==> src/rtl/dpram_pkg.sv <==
// Shared definitions for the dual-port-RAM stream reader slice.
//   ADDR_W / DATA_W : default RAM address and data widths
//   DEPTH           : number of RAM entries addressed by ADDR_W
//   state_t         : reader FSM states
package dpram_pkg;

  localparam int ADDR_W = 10;
  localparam int DATA_W = 18;
  localparam int DEPTH  = 1 << ADDR_W;

  typedef enum logic [1:0] {
    IDLE  = 2'd0,
    RUN   = 2'd1,
    DRAIN = 2'd2
  } state_t;

endpackage

==> src/rtl/dpram_stream_reader_if.sv <==
// Output stream bundle of the RAM reader (valid/ready handshake).
//   m_valid : beat present on m_data/m_last
//   m_ready : sink accepts the beat this cycle
//   m_data  : beat payload
//   m_last  : final beat of the transfer
interface dpram_stream_reader_if #(
  parameter int DATA_W = dpram_pkg::DATA_W
);

  logic              m_valid;
  logic              m_ready;
  logic [DATA_W-1:0] m_data;
  logic              m_last;

  modport master (output m_valid, output m_data, output m_last, input m_ready);
  modport slave  (input m_valid, input m_data, input m_last, output m_ready);

endinterface

==> src/rtl/stream_fifo4.sv <==
// Four-entry synchronous FIFO with an occupancy count.
//   clk, rst  : clock, synchronous active-high reset
//   push      : write push_data (ignored when full and not popping)
//   pop       : drop the head entry (ignored when empty)
//   head_data : current head entry (meaningful while count != 0)
//   count     : number of stored entries, 0..4
module stream_fifo4 #(
  parameter int W = 19
) (
  input  logic         clk,
  input  logic         rst,
  input  logic         push,
  input  logic [W-1:0] push_data,
  input  logic         pop,
  output logic [W-1:0] head_data,
  output logic [2:0]   count
);

  logic [W-1:0] mem_r [4];
  logic [1:0]   wr_ptr_r;
  logic [1:0]   rd_ptr_r;
  logic [2:0]   count_r;
  logic         do_push_s;
  logic         do_pop_s;

  // Qualify requests so the storage can never over- or under-run.
  always_comb begin
    do_pop_s  = pop && (count_r != 3'd0);
    do_push_s = push && ((count_r != 3'd4) || do_pop_s);
  end

  // Data storage; no reset needed because count gates validity.
  always_ff @(posedge clk) begin
    if (do_push_s) begin
      mem_r[wr_ptr_r] <= push_data;
    end
  end

  // Pointer and occupancy bookkeeping.
  always_ff @(posedge clk) begin
    if (rst) begin
      wr_ptr_r <= 2'd0;
      rd_ptr_r <= 2'd0;
      count_r  <= 3'd0;
    end else begin
      if (do_push_s) begin
        wr_ptr_r <= wr_ptr_r + 2'd1;
      end
      if (do_pop_s) begin
        rd_ptr_r <= rd_ptr_r + 2'd1;
      end
      case ({do_push_s, do_pop_s})
        2'b10:   count_r <= count_r + 3'd1;
        2'b01:   count_r <= count_r - 3'd1;
        default: count_r <= count_r;
      endcase
    end
  end

  assign head_data = mem_r[rd_ptr_r];
  assign count     = count_r;

endmodule

==> src/rtl/dpram_stream_reader.sv <==
// Reads a run of consecutive RAM words and streams them out with valid/ready.
//   clk, rst      : clock, synchronous active-high reset
//   start         : one-cycle transfer request, honoured only while idle
//   base, len     : first address and beat count (len clamped to RAM depth)
//   rd_addr       : registered RAM read address
//   rd_data       : RAM read data, valid one cycle after rd_addr
//   busy          : transfer in progress
//   done          : one-cycle pulse after the last beat is accepted
//   strm          : output stream (master side)
module dpram_stream_reader #(
  parameter int ADDR_W = dpram_pkg::ADDR_W,
  parameter int DATA_W = dpram_pkg::DATA_W
) (
  input  logic                  clk,
  input  logic                  rst,
  input  logic                  start,
  input  logic [ADDR_W-1:0]     base,
  input  logic [ADDR_W:0]       len,
  output logic [ADDR_W-1:0]     rd_addr,
  input  logic [DATA_W-1:0]     rd_data,
  output logic                  busy,
  output logic                  done,
  dpram_stream_reader_if.master strm
);

  import dpram_pkg::*;

  localparam logic [ADDR_W:0] LEN_MAX = {1'b1, {ADDR_W{1'b0}}};
  localparam logic [ADDR_W:0] LEN_ONE = {{ADDR_W{1'b0}}, 1'b1};

  state_t            state_r;
  logic [ADDR_W-1:0] rd_addr_r;
  logic [ADDR_W:0]   len_r;
  logic [ADDR_W:0]   rd_cnt_r;
  logic              busy_r;
  logic              done_r;
  // v1/v2 track a read through the RAM latency; l1/l2 carry its last flag.
  logic              v1_r, v2_r, l1_r, l2_r;

  logic [ADDR_W:0]   len_c_s;
  logic [ADDR_W:0]   rd_cnt_next_s;
  logic              last_rd_s;
  logic [3:0]        pending_s;
  logic              room_s;
  logic              fire_s;
  logic [2:0]        fifo_cnt_s;
  logic [DATA_W:0]   head_s;

  // Length clamp, issue throttling and handshake decode.
  always_comb begin
    if (len > LEN_MAX) begin
      len_c_s = LEN_MAX;
    end else begin
      len_c_s = len;
    end
    fire_s        = strm.m_valid && strm.m_ready;
    // Buffered plus in-flight words must stay within the 4 FIFO slots.
    pending_s     = {1'b0, fifo_cnt_s} + {3'b000, v1_r} + {3'b000, v2_r};
    room_s        = (pending_s < 4'd4);
    rd_cnt_next_s = rd_cnt_r + LEN_ONE;
    last_rd_s     = (rd_cnt_next_s == len_r);
  end

  // Transfer FSM: read issue, latency pipeline and completion.
  always_ff @(posedge clk) begin
    if (rst) begin
      state_r   <= IDLE;
      rd_addr_r <= {ADDR_W{1'b0}};
      len_r     <= {(ADDR_W+1){1'b0}};
      rd_cnt_r  <= {(ADDR_W+1){1'b0}};
      busy_r    <= 1'b0;
      done_r    <= 1'b0;
      v1_r      <= 1'b0;
      v2_r      <= 1'b0;
      l1_r      <= 1'b0;
      l2_r      <= 1'b0;
    end else begin
      done_r <= 1'b0;
      v1_r   <= 1'b0;
      l1_r   <= 1'b0;
      v2_r   <= v1_r;
      l2_r   <= l1_r;
      case (state_r)
        IDLE: begin
          if (start) begin
            if (len_c_s == {(ADDR_W+1){1'b0}}) begin
              done_r <= 1'b1;
            end else begin
              // First read goes out with the start so data arrives early.
              len_r     <= len_c_s;
              rd_addr_r <= base;
              rd_cnt_r  <= LEN_ONE;
              v1_r      <= 1'b1;
              l1_r      <= (len_c_s == LEN_ONE);
              busy_r    <= 1'b1;
              state_r   <= (len_c_s == LEN_ONE) ? DRAIN : RUN;
            end
          end
        end
        RUN: begin
          if (room_s) begin
            // Address wraps modulo the RAM depth by natural overflow.
            rd_addr_r <= rd_addr_r + {{(ADDR_W-1){1'b0}}, 1'b1};
            rd_cnt_r  <= rd_cnt_next_s;
            v1_r      <= 1'b1;
            l1_r      <= last_rd_s;
            if (last_rd_s) begin
              state_r <= DRAIN;
            end
          end
        end
        DRAIN: begin
          if (fire_s && strm.m_last) begin
            state_r <= IDLE;
            busy_r  <= 1'b0;
            done_r  <= 1'b1;
          end
        end
        default: begin
          state_r <= IDLE;
          busy_r  <= 1'b0;
        end
      endcase
    end
  end

  stream_fifo4 #(.W(DATA_W + 1)) u_fifo (
    .clk       (clk),
    .rst       (rst),
    .push      (v2_r),
    .push_data ({l2_r, rd_data}),
    .pop       (fire_s),
    .head_data (head_s),
    .count     (fifo_cnt_s)
  );

  assign rd_addr      = rd_addr_r;
  assign busy         = busy_r;
  assign done         = done_r;
  assign strm.m_valid = (fifo_cnt_s != 3'd0);
  assign strm.m_data  = head_s[DATA_W-1:0];
  // Stale FIFO contents must not show a last flag while empty.
  assign strm.m_last  = strm.m_valid && head_s[DATA_W];

endmodule

==> src/flat_wrapper.sv <==
// flat-port wrapper written by rule: the top's interface ports become plain ports
module dpram_stream_reader_flat import dpram_pkg::*;
#(
  parameter int ADDR_W = dpram_pkg::ADDR_W,
  parameter int DATA_W = dpram_pkg::DATA_W
)
  (clk, rst, start, base, len, rd_addr, rd_data, busy, done, strm_m_valid, strm_m_data, strm_m_last, strm_m_ready);
  dpram_stream_reader_if #(.DATA_W(DATA_W)) strm_i ();
  input  logic clk;
  input  logic rst;
  input  logic start;
  input  logic [ADDR_W-1:0] base;
  input  logic [ADDR_W:0] len;
  output logic [ADDR_W-1:0] rd_addr;
  input  logic [DATA_W-1:0] rd_data;
  output logic busy;
  output logic done;
  output wire logic [$bits(strm_i.m_valid)-1:0] strm_m_valid;
  output wire logic [$bits(strm_i.m_data)-1:0] strm_m_data;
  output wire logic [$bits(strm_i.m_last)-1:0] strm_m_last;
  input wire logic [$bits(strm_i.m_ready)-1:0] strm_m_ready;
  assign strm_m_valid = strm_i.m_valid;
  assign strm_m_data = strm_i.m_data;
  assign strm_m_last = strm_i.m_last;
  assign strm_i.m_ready = strm_m_ready;
  dpram_stream_reader #(.ADDR_W(ADDR_W), .DATA_W(DATA_W)) u_core (.clk(clk), .rst(rst), .start(start), .base(base), .len(len), .rd_addr(rd_addr), .rd_data(rd_data), .busy(busy), .done(done), .strm(strm_i));
endmodule
==> config.mk <==
export PLATFORM = sky130hd
export DESIGN_NAME = dpram_stream_reader_flat
export DESIGN_NICKNAME = d
export VERILOG_FILES = /design/src/rtl/dpram_pkg.sv /design/src/rtl/dpram_stream_reader_if.sv /design/src/rtl/stream_fifo4.sv /design/src/rtl/dpram_stream_reader.sv /design/src/flat_wrapper.sv
export SDC_FILE = /design/constraint.sdc
export NUM_CORES = 1
export LEC_CHECK = 0
export ABC_CLOCK_PERIOD_IN_PS = 3500
export BUFFER_PORTS_ARGS = -buffer_cell sky130_fd_sc_hd__buf_2
export CAP_MARGIN = 20
export CORE_ASPECT_RATIO = 1.5
export CORE_UTILIZATION = 45
export CTS_CLUSTER_DIAMETER = 40
export DETAILED_ROUTE_END_ITERATION = 16
export GPL_ROUTABILITY_DRIVEN = 1
export PLACE_DENSITY = 0.68
export SYNTH_ARGS = -nofsm -noshare
export SYNTH_HDL_FRONTEND = slang
export SYNTH_SLANG_ARGS = --single-unit
==> constraint.sdc <==
create_clock -name clk -period 3.5 [get_ports clk]
set_clock_uncertainty 0.2 [all_clocks]
set_input_delay 0 -clock clk [delete_from_list [all_inputs] [get_ports clk]]
set_output_delay 0 -clock clk [all_outputs]
set_load 0.1 [all_outputs]
==> flow_metrics.env, run 1 <==
export IMPL_dieHeight_microns=137
export IMPL_synth_async_reset_ratio_pct=0
export IMPL_cts_htree_levels=4
export IMPL_io_buffers=74
export IMPL_dp_hpwl_microns=7820
export IMPL_ys_types=58
export IMPL_cts_buffers=17
export IMPL_antennaDiodeCount=0
export IMPL_ios=75
export IMPL_rows=49
export IMPL_clock_sinks=125
export IMPL_fin_area_sq_um=7100
export IMPL_yosys_register_bits=125
export IMPL_p_leak_nw=2.57
export IMPL_cts_setup_buffers=0
export IMPL_drt_iter0_drc=159
export IMPL_critical_path_cell_chain="ha_1 -> a21o_1 -> a211oi_4 -> a21o_1 -> a21oi_1 -> a2111oi_1"
export IMPL_drc_errors=0
export IMPL_cts_tree="done"
export IMPL_cp_max_fo=21
export IMPL_gp_congestion=0.886
export IMPL_end_kind="flop"
export IMPL_place_area_sq_um=5970
export IMPL_powerDensity_nw_per_um2=723
export IMPL_ir_drop_uv=350
export IMPL_hold_violations=0
export IMPL_grt_use_met2_pct=37.1
export IMPL_grt_util_met3_pct=5.72
export IMPL_fmax_mhz=378
export IMPL_vias_per_cell=5.52
export IMPL_crit_type="flop to flop"
export IMPL_grt_pass1_vias=3956
export IMPL_rsz0062_at_grt="false"
export IMPL_multiInputGateArea_sq_um=2050
export IMPL_ys_flop_type="edfxtp_1"
export IMPL_yosys_area_top_type_share_pct=41.7
export IMPL_worst_slack_ns=0.852
export IMPL_slowest_delay_ns=0.54
export IMPL_vias=4037
export IMPL_synth_warnings=0
export IMPL_routed_wl_microns=11800
export IMPL_antenna_found_initial=0
export IMPL_fin_crit_sh_pct=75.7
export IMPL_crit_path_start_kind="flop"
export IMPL_nets=618
export IMPL_r2r_slack_ns=0.85
export IMPL_fin_crit_ns=2.65
export IMPL_area_delta_synth_final_pct=29.5
export IMPL_grt_pass1_wl_microns=19100
export IMPL_min_path_type="primary input to flop"
export IMPL_worst_pin_slew_ns=0.948
export IMPL_coreArea_sq_um=12000
export IMPL_worstPathArrival_ns=2.74
export IMPL_grt_remaining_overflow=0
export IMPL_status="complete, no violations"
export IMPL_crit_required_ns=3.59
export IMPL_grt_util_met1_pct=21.0
export IMPL_final_util_pct=59.4
export IMPL_wl_per_cell_microns=16.2
export IMPL_first_pass_iters=4
export IMPL_critical_path_slowest_cell="a21o_1"
export IMPL_preCtsSetupSlack_ns=0.857
export IMPL_ff_latch_area_sq_um=3260
export IMPL_synth_edf_count=76
export IMPL_mostFrequentLayoutCell="edfxtp_1"
export IMPL_nFillCells=992
export IMPL_clkLatencyLatePin_ns=0.41
export IMPL_maxSlewViolCount=0
export IMPL_start_util_pct=45.8
export IMPL_clock_path_buffers=2
export IMPL_cts_root_buffer="clkbuf_16"
export IMPL_relSlewSlack_pct=36.8
export IMPL_busiest_layer="met2"
export IMPL_ys_seq_area_share_pct=59.6
export IMPL_postSynthAreaPerCell_sq_um=12.5
export IMPL_cts_clk_slew_worst_paths_ns=0.06
export IMPL_drive_gt1_share_pct=24.4
export IMPL_crit_top_cell="a21o_1"
export IMPL_ant_nets=0
export IMPL_fin_tns_setup_ns=0
export IMPL_synth_nets=491
export IMPL_grt_max_degree=51
export IMPL_drv_cap=0
export IMPL_setup_viol=0
export IMPL_syn_area_sq_um=5480
export IMPL_synth_cells=440
export IMPL_dieArea_sq_um=12600
export IMPL_die_w_microns=92.1
export IMPL_globalRouteTotalUtil_pct=20.1
export IMPL_synth_area_leader_cell="edfxtp_1"
export IMPL_final_cell_mix="76 x edfxtp_1, 74 x buf_2, 51 x dlygate4sd3_1"
export IMPL_synth_area_top_cells="edfxtp_1 42%, dfxtp_1 18%, mux4_2 7.8%"
==> layout make-up <==
class | instances | area share, %
Tap cell | 153 | 2.70
Timing Repair Buffer | 135 | 13.5
Clock buffer | 17 | 5.99
Clock inverter | 14 | 2.57
Multi-Input combinational cell | 281 | 28.9
Inverter | 7 | 0.370
Sequential cell | 125 | 46.0
==> cell usage after synthesis (8+ instances only) <==
cell,number
clkbuf_1,12
dfxtp_1,49
nor3_1,14
mux4_2,19
a21oi_1,34
nand3b_1,10
buf_2,8
edfxtp_1,76
nand3_1,11
xnor2_1,9
nand2_1,35
o21ai_0,10
nor2_1,37
==> worst paths after layout <==
kind                                from           endpoint  cells past startpoint
setup / recovery  u_core.u_fifo.count[0]  u_core.rd_addr[5]                      6
hold / removal                       rst  u_core.rd_addr[3]                      2
hold reg to reg              u_core.l1_r        u_core.l2_r                      1
setup reg to reg  u_core.u_fifo.count[0]  u_core.rd_addr[5]                      6
==> worst max-delay path: cells and delay by family (launching register included) <==
kind                       cells  cell delay, ns
adders and majority gates      1            0.26
DFF                            1            0.40
AOI/OAI and AO/OA              5            1.66
==> where the power goes <==
| part | internal, W | switching [W] | leakage [nW] |
|---|---|---|---|
| sequential | 0.00166 | 0.0000883 | 1.09 |
| combinational | 0.000413 | 0.00118 | 1.18 |
| clock | 0.00113 | 0.000658 | 0.293 |
==> registers in the layout, summed over array words and instances, names as in the netlist, named ones only <==
name                    flops
u_core.u_fifo.mem_r        76
u_core.len_r               11
u_core.rd_cnt_r            11
u_core.rd_addr             10
u_core.u_fifo.count         3
u_core.state_r              2
u_core.u_fifo.rd_ptr_r      2
u_core.u_fifo.wr_ptr_r      2
u_core.busy                 1
u_core.done                 1
u_core.l1_r                 1
u_core.l2_r                 1
u_core.v1_r                 1
u_core.v2_r                 1
==> per-layer routing <==
metal	routed length (microns)	vias up	part of all wire [%]
met4	229	0	1.9
li1	-	1916	-
met5	0	-	0
met3	447	18	3.8
met1	4620	1992	39
met2	6550	111	55
==> cells by family (layout without fill, tap and decap cells) <==
family	Yosys count	count (layout)	share of synthesized area, %
AOI/OAI and AO/OA	87	87	10.8
adders and majority gates	8	8	1.96
xor gates and xnor gates	15	15	2.40
and+or+nand+nor	150	150	14.1
buffers and inverters	34	173	2.99
muxes	21	21	8.18
DFF	125	125	59.6
==> through the flow <==
stage	cells	hold slack, ns	power [W]
5_1_grt	732	0.0538	0.00534
3_5_place_dp	649	0.0190	0.00333
6_report	732	0.00104	0.00513
4_1_cts	731	0.0113	0.00518
2_1_floorplan	440	-0.101	0.00308
3_3_place_gp	649	0.0108	0.00330
==> timing repair <==
item                                   4_1_cts  5_1_grt
gates resized for setup                      0        0
hold buffers                                51        0
endpoints found under the hold margin      104        0
setup endpoints to repair                    0        0
(Power assumes the default switching activity.)
==> inputs of run 2 (changes only) <==
Settings changed: ABC_CLOCK_PERIOD_IN_PS 3500 to 2750.
Clock period 3.5 ns to 2.75 ns, I/O delays scaled along.
==> run 2 against run 1 <==
Against the previous run: first-iteration DRC count decreased by 16%; core utilization decreased by 0.28 points; hold slack improved by 0.0079 ns; count of clock-buffer cells in the layout increased by 1; combinational power increased by 27%; sequential share of layout area increased by 0.22 points; global-route usage increased by 0.11 points; die area unchanged; worst setup slack got worse by 0.64 ns; sequential power increased by 28%; cell count decreased by 0.14%; register-to-register slack got worse by 0.54 ns; critical endpoint is now u_core.len_r[8].
==> flow_metrics.env, run 2 (synthesis results as in run 1) <==
export IMPL_status="complete, no violations"
export IMPL_crit_type="primary input to flop"
export IMPL_rsz0062_at_grt="false"
export IMPL_cts_tree="done"
export IMPL_area_delta_synth_final_pct=28.9
export IMPL_first_pass_iters=4
export IMPL_maxSlewViolCount=0
export IMPL_fin_crit_sh_pct=92.2
export IMPL_top_register="u_core.u_fifo.mem_r"
export IMPL_p_leak_nw=2.54
export IMPL_place_area_sq_um=5960
export IMPL_grt_pass1_vias=4003
export IMPL_gp_congestion=0.898
export IMPL_largest_reg_flops=76
export IMPL_met1_length_microns=4640
export IMPL_dp_hpwl_microns=7990
export IMPL_cp_max_fo=10
export IMPL_cts_buffers=17
export IMPL_powerDensity_nw_per_um2=912
export IMPL_final_cell_mix="76 x edfxtp_1, 74 x buf_2, 51 x dlygate4sd3_1"
export IMPL_drive_gt1_share_pct=24.0
export IMPL_start_util_pct=45.8
export IMPL_internal_power_w=0.00399
export IMPL_wl_per_cell_microns=16.1
export IMPL_vias_per_cell=5.45
export IMPL_rows=49
export IMPL_dieArea_sq_um=12600
export IMPL_worstPathArrival_ns=2.59
export IMPL_clock_sinks=125
export IMPL_min_path_type="primary input to flop"
export IMPL_met3_length_microns=396
export IMPL_worst_pin_slew_ns=0.985
export IMPL_cts_setup_buffers=0
export IMPL_drc_errors=0
export IMPL_fin_hold_ws_ns=0.00892
export IMPL_wl_met2_microns=6520
export IMPL_io_buffers=74
export IMPL_coreArea_sq_um=12000
export IMPL_clock_path_buffers=2
export IMPL_hold_violations=0
export IMPL_fin_tns_setup_ns=0
export IMPL_hold_depth=2
export IMPL_reg2regPathDepth=7
export IMPL_ir_drop_uv=503
export IMPL_top_layer_used="met4"
export IMPL_clock_power_share_pct=34.0
export IMPL_swShare_pct=38.1
export IMPL_combinationalPowerShare_pct=31.5
export IMPL_drv_cap=0
export IMPL_fmax_mhz=394
export IMPL_setup_viol=0
export IMPL_antenna_found_initial=0
export IMPL_cts_root_buffer="clkbuf_16"
export IMPL_fin_area_sq_um=7060
export IMPL_globalRouteTotalUtil_pct=20.2
export IMPL_clkLatencyLatePin_ns=0.41
export IMPL_ant_nets=0
export IMPL_dieHeight_microns=137
export IMPL_routed_wl_microns=11800
export IMPL_fin_crit_ns=2.54
export IMPL_crit_path_start_kind="primary input"
export IMPL_drt_iter0_drc=133
export IMPL_cts_htree_levels=4
export IMPL_die_w_microns=92.1
export IMPL_final_util_pct=59.1
export IMPL_relSlewSlack_pct=34.4
export IMPL_power_w=0.00644
export IMPL_grt_remaining_overflow=0
export IMPL_mostFrequentLayoutCell="edfxtp_1"
export IMPL_antennaDiodeCount=0
export IMPL_ios=75
export IMPL_power_switching_w=0.00246
export IMPL_p_seq_share_pct=34.5
export IMPL_grt_max_degree=51
export IMPL_top_regs="u_core.u_fifo.mem_r: 76 flops, u_core.len_r: 11 flops, u_core.rd_cnt_r: 11 flops"
export IMPL_grt_pass1_wl_microns=19400
export IMPL_vias=3983
export IMPL_nets=616
export IMPL_crit_required_ns=2.80
export IMPL_cts_clk_slew_worst_paths_ns=0.06
export IMPL_end_kind="flop"
[run 2: path summary, 6_finish.rpt]
kind | startpoint | end | slack [ns]
max | len[7] | u_core.len_r[8] | 0.21
min | rst | u_core.rd_addr[8] | 0.009
max reg2reg | u_core.rd_cnt_r[0] | u_core.state_r[0] | 0.31
min reg2reg | u_core.l1_r | u_core.l2_r | 0.23
[run 2: layer usage]
| metal | vias up | track usage (%) |
|---|---|---|
| li1 | 1911 | - |
| met1 | 1958 | 22.1 |
| met2 | 98 | 36.4 |
| met3 | 16 | 5.22 |
| met4 | 0 | 9.55 |
| met5 | - | 0 |
[run 2: per-stage QoR]
step | instances | setup slack (ns)
floorplan | 440 | 0.241
global placement | 648 | 0.420
detailed placement | 648 | 0.338
CTS | 731 | 0.263
global route | 731 | 0.102
finish | 731 | 0.214
[run 2: final cells by class]
type                            count  area, sq um
Clock buffer                       18          429
Clock inverter                     14          156
Fill cell                         989         4890
Inverter                            7         26.3
Multi-Input combinational cell    281         2060
Sequential cell                   125         3260
Tap cell                          153          191
Timing Repair Buffer              133          941
[run 2: power groups by stage]
stage	registers, W	clock network, W	logic [W]
final	0.00222	0.00219	0.00203
after CTS	0.00222	0.00223	0.00204
after detailed placement	0.00226	0	0.00198
after global routing	0.00224	0.00232	0.00216
after global placement	0.00225	0	0.00196
after floorplan	0.00240	0	0.00151
[run 2: worst max-delay path: stages]
cell           delay (ns)
dlygate4sd3_1        0.53
buf_2                0.13
nor4_1               0.38
nand3_1              0.19
nor3_1               0.39
nor3_2               0.20
nand3b_1             0.13
dlygate4sd3_1        0.57
a21oi_1              0.07
[run 2: what timing repair did]
item | 4_1_cts | 5_1_grt
setup endpoints to repair | 0 | 2
resized for setup | 0 | 1
hold buffers | 51 | 0
hold endpoints to repair | 102 | 0
